`config.mk`:
```
export PLATFORM = sky130hd
export DESIGN_NAME = psum_accum_bank
export DESIGN_NICKNAME = d
export VERILOG_FILES = /design/src/rtl/psum_accum_bank.sv
export SDC_FILE = /design/constraint.sdc
export NUM_CORES = 2
export LEC_CHECK = 0
export ABC_CLOCK_PERIOD_IN_PS = 4210
export BUFFER_PORTS_ARGS = -buffer_cell sky130_fd_sc_hd__buf_2
export CAP_MARGIN = 15
export CORE_AREA = 10 10 521 523
export CTS_CLUSTER_SIZE = 16
export DETAILED_ROUTE_END_ITERATION = 10
export DIE_AREA = 0 0 531 533
export PLACE_DENSITY = 0.71
export SETUP_SLACK_MARGIN = 0.2
export SYNTH_ARGS = -nofsm -noshare
export SYNTH_HDL_FRONTEND = slang
export SYNTH_SLANG_ARGS = --single-unit
```
`constraint.sdc`:
```
create_clock -name clk_i -period 4.21 [get_ports clk_i]
set_input_delay 0.2105 -clock clk_i [delete_from_list [all_inputs] [get_ports clk_i]]
set_output_delay 0.2105 -clock clk_i [all_outputs]
set_load 0.01 [all_outputs]
```
`src/rtl/psum_accum_bank.sv`:
```
`default_nettype none
// ============================================================================
//  Module   : psum_accum_bank
//  Summary  : Multi-pass partial-sum accumulator. It sums PSUM_BW x COL beats
//             into a DEPTH-entry register buffer over cfg_passes passes, then
//             drains each entry through an optional per-lane ReLU using a
//             valid/ready handshake.
//  Options  : Define PSUM_ACCUM_SAT_EN to get saturating lane adds and a
//             sticky sat_flag. Without it, lanes wrap in two's complement
//             and sat_flag stays 0.
//  Revision : 1.0  initial release
// ============================================================================
module psum_accum_bank #(
    parameter int COL     = 8,
    parameter int PSUM_BW = 16,
    parameter int DEPTH   = 16,
    parameter int ADDR_W  = 4
) (
    input  logic                     clk_i,
    input  logic                     rst_ni,
    input  logic                     start_i,
    input  logic                     abort_i,
    input  logic [7:0]               cfg_passes_i,
    input  logic                     cfg_relu_i,
    input  logic                     in_valid_i,
    output logic                     in_ready_o,
    input  logic [PSUM_BW*COL-1:0]   in_data_i,
    output logic                     out_valid_o,
    input  logic                     out_ready_i,
    output logic [PSUM_BW*COL-1:0]   out_data_o,
    output logic [ADDR_W-1:0]        out_addr_o,
    output logic                     busy_o,
    output logic                     done_o,
    output logic                     sat_flag_o
);

    localparam logic [ADDR_W-1:0] C_LAST_ADDR = ADDR_W'(DEPTH - 1);

    typedef enum logic [1:0] {
        S_IDLE  = 2'd0,
        S_ACCUM = 2'd1,
        S_DRAIN = 2'd2
    } state_t;

    state_t                   state_q, state_d;
    logic [PSUM_BW*COL-1:0]   mem_q [DEPTH];
    logic [ADDR_W-1:0]        wr_ptr_q;
    logic [ADDR_W-1:0]        rd_ptr_q;
    logic [7:0]               pass_cnt_q;
    logic [7:0]               passes_m1_q;
    logic                     relu_q;
    logic                     sat_q;
    logic                     done_q;

    logic                     w_start;
    logic                     w_acc;
    logic                     w_rd_hs;
    logic                     w_last_beat;
    logic [PSUM_BW*COL-1:0]   w_entry;
    logic [PSUM_BW*COL-1:0]   w_rd_entry;
    logic [PSUM_BW*COL-1:0]   w_sum;
    logic [PSUM_BW*COL-1:0]   w_relu_data;
    logic [COL-1:0]           w_ovf;

    // Abort takes priority over every other action in the same cycle.
    assign w_start     = (state_q == S_IDLE)  && start_i    && !abort_i;
    assign w_acc       = (state_q == S_ACCUM) && in_valid_i && !abort_i;
    assign w_rd_hs     = (state_q == S_DRAIN) && out_ready_i && !abort_i;
    assign w_last_beat = w_acc && (wr_ptr_q == C_LAST_ADDR) && (pass_cnt_q == passes_m1_q);

    assign w_entry    = mem_q[wr_ptr_q];
    assign w_rd_entry = mem_q[rd_ptr_q];

    generate
        for (genvar i = 0; i < COL; i++) begin : g_lane
`ifdef PSUM_ACCUM_SAT_EN
            logic [PSUM_BW:0] w_wide;
            assign w_wide = {w_entry[PSUM_BW*(i+1)-1], w_entry[PSUM_BW*i +: PSUM_BW]}
                          + {in_data_i[PSUM_BW*(i+1)-1], in_data_i[PSUM_BW*i +: PSUM_BW]};
            // Overflow when the extra sign bit disagrees with the lane MSB.
            assign w_ovf[i] = w_wide[PSUM_BW] ^ w_wide[PSUM_BW-1];
            assign w_sum[PSUM_BW*i +: PSUM_BW] = !w_ovf[i] ? w_wide[PSUM_BW-1:0] :
                (w_wide[PSUM_BW] ? {1'b1, {(PSUM_BW-1){1'b0}}} : {1'b0, {(PSUM_BW-1){1'b1}}});
`else
            assign w_ovf[i] = 1'b0;
            assign w_sum[PSUM_BW*i +: PSUM_BW] = w_entry[PSUM_BW*i +: PSUM_BW]
                                               + in_data_i[PSUM_BW*i +: PSUM_BW];
`endif
            assign w_relu_data[PSUM_BW*i +: PSUM_BW] =
                (relu_q && w_rd_entry[PSUM_BW*(i+1)-1]) ? {PSUM_BW{1'b0}}
                                                        : w_rd_entry[PSUM_BW*i +: PSUM_BW];
        end
    endgenerate

    // State register.
    always_ff @(posedge clk_i or negedge rst_ni) begin
        if (!rst_ni) state_q <= S_IDLE;
        else         state_q <= state_d;
    end

    // Next-state decode and handshake outputs.
    always_comb begin
        state_d     = state_q;
        in_ready_o  = 1'b0;
        out_valid_o = 1'b0;
        out_data_o  = '0;
        out_addr_o  = '0;
        case (state_q)
            S_IDLE: begin
                if (start_i) state_d = S_ACCUM;
            end
            S_ACCUM: begin
                in_ready_o = 1'b1;
                if (w_last_beat) state_d = S_DRAIN;
            end
            S_DRAIN: begin
                out_valid_o = 1'b1;
                out_data_o  = w_relu_data;
                out_addr_o  = rd_ptr_q;
                if (out_ready_i && (rd_ptr_q == C_LAST_ADDR)) state_d = S_IDLE;
            end
            default: state_d = S_IDLE;
        endcase
        if (abort_i) state_d = S_IDLE;
    end

    // Buffer, pointers, configuration and status flags.
    always_ff @(posedge clk_i or negedge rst_ni) begin
        if (!rst_ni) begin
            for (int i = 0; i < DEPTH; i++) mem_q[i] <= '0;
            wr_ptr_q    <= '0;
            rd_ptr_q    <= '0;
            pass_cnt_q  <= '0;
            passes_m1_q <= '0;
            relu_q      <= 1'b0;
            sat_q       <= 1'b0;
            done_q      <= 1'b0;
        end else begin
            done_q <= 1'b0;
            if (w_start) begin
                for (int i = 0; i < DEPTH; i++) mem_q[i] <= '0;
                wr_ptr_q    <= '0;
                rd_ptr_q    <= '0;
                pass_cnt_q  <= '0;
                // A pass count of zero runs a single pass.
                passes_m1_q <= (cfg_passes_i == 8'd0) ? 8'd0 : cfg_passes_i - 8'd1;
                relu_q      <= cfg_relu_i;
                sat_q       <= 1'b0;
            end
            if (w_acc) begin
                mem_q[wr_ptr_q] <= w_sum;
                sat_q           <= sat_q | (|w_ovf);
                if (wr_ptr_q == C_LAST_ADDR) begin
                    wr_ptr_q   <= '0;
                    pass_cnt_q <= pass_cnt_q + 8'd1;
                end else begin
                    wr_ptr_q <= wr_ptr_q + 1'b1;
                end
            end
            if (w_rd_hs) begin
                if (rd_ptr_q == C_LAST_ADDR) begin
                    rd_ptr_q <= '0;
                    done_q   <= 1'b1;
                end else begin
                    rd_ptr_q <= rd_ptr_q + 1'b1;
                end
            end
        end
    end

    assign busy_o     = (state_q != S_IDLE);
    assign done_o     = done_q;
    assign sat_flag_o = sat_q;

endmodule
`default_nettype wire

```
==> metrics.csv <==
metric;value;unit
synth_cell_types;76;
crit_type;flop to flop;
drt_iter0_markers;13700;
slowest_delay;500;ps
die_y;533;µm
final_common_cell;nand3_1;
syn_area_per_cell;10.8;µm²
crit_family;buffers and inverters;
via_per_inst;6.84;
slew_violations;0;
drive_above_1_share;26.1;%
power.total;0.0574;W
ys.flop_type;dfrtp_1;
antenna_found_initial;31;
fin_crit;4170;ps
status;finished, violations left;
synth-edff-count;0;
coreArea;0.261;mm²
final_nets;11200;
relSlewSlack;4.50;%
most-common-layout-cells;nand3_1 (2,154), dfrtp_1 (2,068), o21ai_0 (1,818);
place_congestion;0.893;
drt_first_pass_iters;9;
crit_slowest_cell;mux4_2;
power.leakage;56.7;nW
dieArea;0.283;mm²
finalHoldViolCount;4;
startpoint_type;flop;
clock_path_buffers;4;
fin_worst_skew;71.5;ps
antenna_left;0;
num_vias;99500;
async_flop_share;100;%
cp.arrival;4930;ps
detail_route.wl_per_cell;28.6;µm
ys_warn_count;0;
clk_latency;940;ps
ys_seq_area_share;44.4;%
syn2layout_area_growth;17.3;%
netlist_instances;10900;
setup_viol;0;
peakVddDrop;0.000361;V
drc;0;
synth_area;0.117;mm²
root_buffer;clkbuf_16;
cp-end-kind;flop;
required;4970;ps
powerDensity;418;mW/mm²
critPathBufInv;6;
grt_pass1_wl;624000;µm
finalSetupTns;0;ps
io_pins;280;
start_util;44.8;%
tightest_slew;1430;ps
die_w;531;µm
grt.total_usage;28.4;%
fp-row-count;188;
min_path_type;primary input to asynchronous set/reset pin;
grt_pass1_vias;100000;
wl;417000;µm
dpl.hpwl;246000;µm
grt_max_degree;263;
cts_tree;built;
cts.clk_slew.worst_paths;60;ps
htree_num_levels;4;
violations;negative hold slack;
fin_util;52.5;%
rsz0062_at_grt;yes;
ys_ff_latch;2076;
cp_max_fo;8;
place_ws;-194;ps
worst_hold_slack;-12.0;ps
fin_ws;39.8;ps
clock.fmax;240;MHz
grt_overflow;0;
synth_nets;11100;
nFillCells;21600;
maxCapViolCount;0;
io_buffer_count;278;
worstPathCellList;buf_12, buf_16, buf_12, clkbuf_16, mux4_2, mux4_2, ha_4, buf_4, o21a_1, o31a_1, nor3_4, o21a_1, o41ai_4, xnor2_2, bufbuf_16, o21ai_0;
period_share;99.1;%
cts_buffers;228;
cts_sinks;2076;
## Yosys cell counts (11+ instances only)
cell type | count | area share [%]
nand3_1 | 2170 | 9.3
dfrtp_1 | 2076 | 44
o21ai_0 | 1885 | 8.1
mux4_2 | 1079 | 21
clkbuf_1 | 892 | 2.9
nand2_1 | 766 | 2.5
a21oi_1 | 269 | 1.2
buf_1 | 197 | 0.63
mux2i_1 | 195 | 1.7
ha_1 | 127 | 1.4
buf_2 | 124 | 0.53
o211ai_1 | 92 | 0.59
and3_1 | 79 | 0.42
nor2_1 | 73 | 0.23
mux2_2 | 70 | 0.67
a211oi_1 | 69 | 0.44
inv_1 | 65 | 0.21
o221ai_1 | 65 | 0.49
o22ai_1 | 64 | 0.34
xnor2_1 | 52 | 0.39
xor2_1 | 46 | 0.34
o21ai_1 | 42 | 0.18
nor2b_1 | 37 | 0.20
a21o_1 | 35 | 0.22
nand2b_1 | 28 | 0.15
and2_1 | 24 | 0.13
nor3_1 | 23 | 0.098
o21a_1 | 22 | 0.14
a31oi_1 | 20 | 0.11
nor3b_1 | 12 | 0.077
a211o_1 | 11 | 0.082
buf_4 | 11 | 0.071
## cells by family after synthesis
kind of cell | synth area share (%)
AND/OR/NAND/NOR | 13.3
AO/OA/AOI/OAI | 12.3
flip-flops | 44.4
multiplexers | 23.3
buffers and inverters | 4.40
adder cells (fa/ha/maj) | 1.49
XOR/XNOR | 0.813
other | 0.00320
## path summary, 6_finish.rpt
path / startpoint / endpoint / slack (ps) / cells past startpoint
min in group clk_i: in_data_i[71] / mem_q[1735] / 40 / 5
worst min-delay path: rst_ni / mem_q[1931] / -10 / 2
worst max register to register: wr_ptr_q[0] / mem_q[1758] / 40 / 16
max in group asynchronous: rst_ni / mem_q[1850] / 2670 / 3
worst max-delay path: wr_ptr_q[0] / mem_q[1758] / 40 / 16
worst min register to register: passes_m1_q[1] / passes_m1_q[1] / 510 / 2
## per-stage QoR
step | instances | hold slack [ps] | instance area (µm²)
2_1_floorplan | 10900 | -85.1 | 118000
3_3_place_gp | 13900 | 352 | 125000
3_5_place_dp | 13900 | 367 | 125000
4_1_cts | 14500 | 4.30 | 136000
5_1_grt | 14600 | 42.0 | 137000
6_report | 14600 | -12.0 | 137000
## final cells by class
cell class                      instances  area (µm²)  area share (%)
Timing Repair Buffer                 1098       10800            7.84
Inverter                               65         244           0.178
Multi-Input combinational cell       7483       62100            45.3
Tap cell                             3420        4280            3.12
Clock buffer                          317        6530            4.76
Clock inverter                         86        1240           0.906
Antenna cell                           12        30.0          0.0219
Sequential cell                      2076       52000            37.9
## registers in the layout (all words and copies together) (netlist names)
signal and count:
passes_m1_q 8, relu_q 1, done_o 1, state_q 2, mem_q 2048, rd_ptr_q 4
pass_cnt_q 8, wr_ptr_q 4
## power by group
part           switching (W)  total (W)  internal [W]  leakage [nW]
sequential          0.000547     0.0212        0.0206          28.9
combinational        0.00877     0.0151       0.00628          24.0
clock                0.00870     0.0212        0.0125          3.83
## what timing repair did
action / 4_1_cts / 5_1_grt
pin swaps: 42 / 58
endpoints found under the hold margin: 329 / 66
gates resized for setup: 258 / 254
gates cloned: 22 / 18
endpoints found under the setup margin: 833 / 1243
hold buffers: 41 / 5
buffers inserted: 87 / 42
## metal layers
metal / up-vias / track usage, % / routed length, µm
met2: 6912 / 43.1 / 188000
met5: - / 0 / 215
met4: 32 / 15.4 / 26600
met1: 49900 / 36.8 / 148000
li1: 41100 / - / -
met3: 1585 / 8.16 / 53900
(Power assumes the default switching activity.)
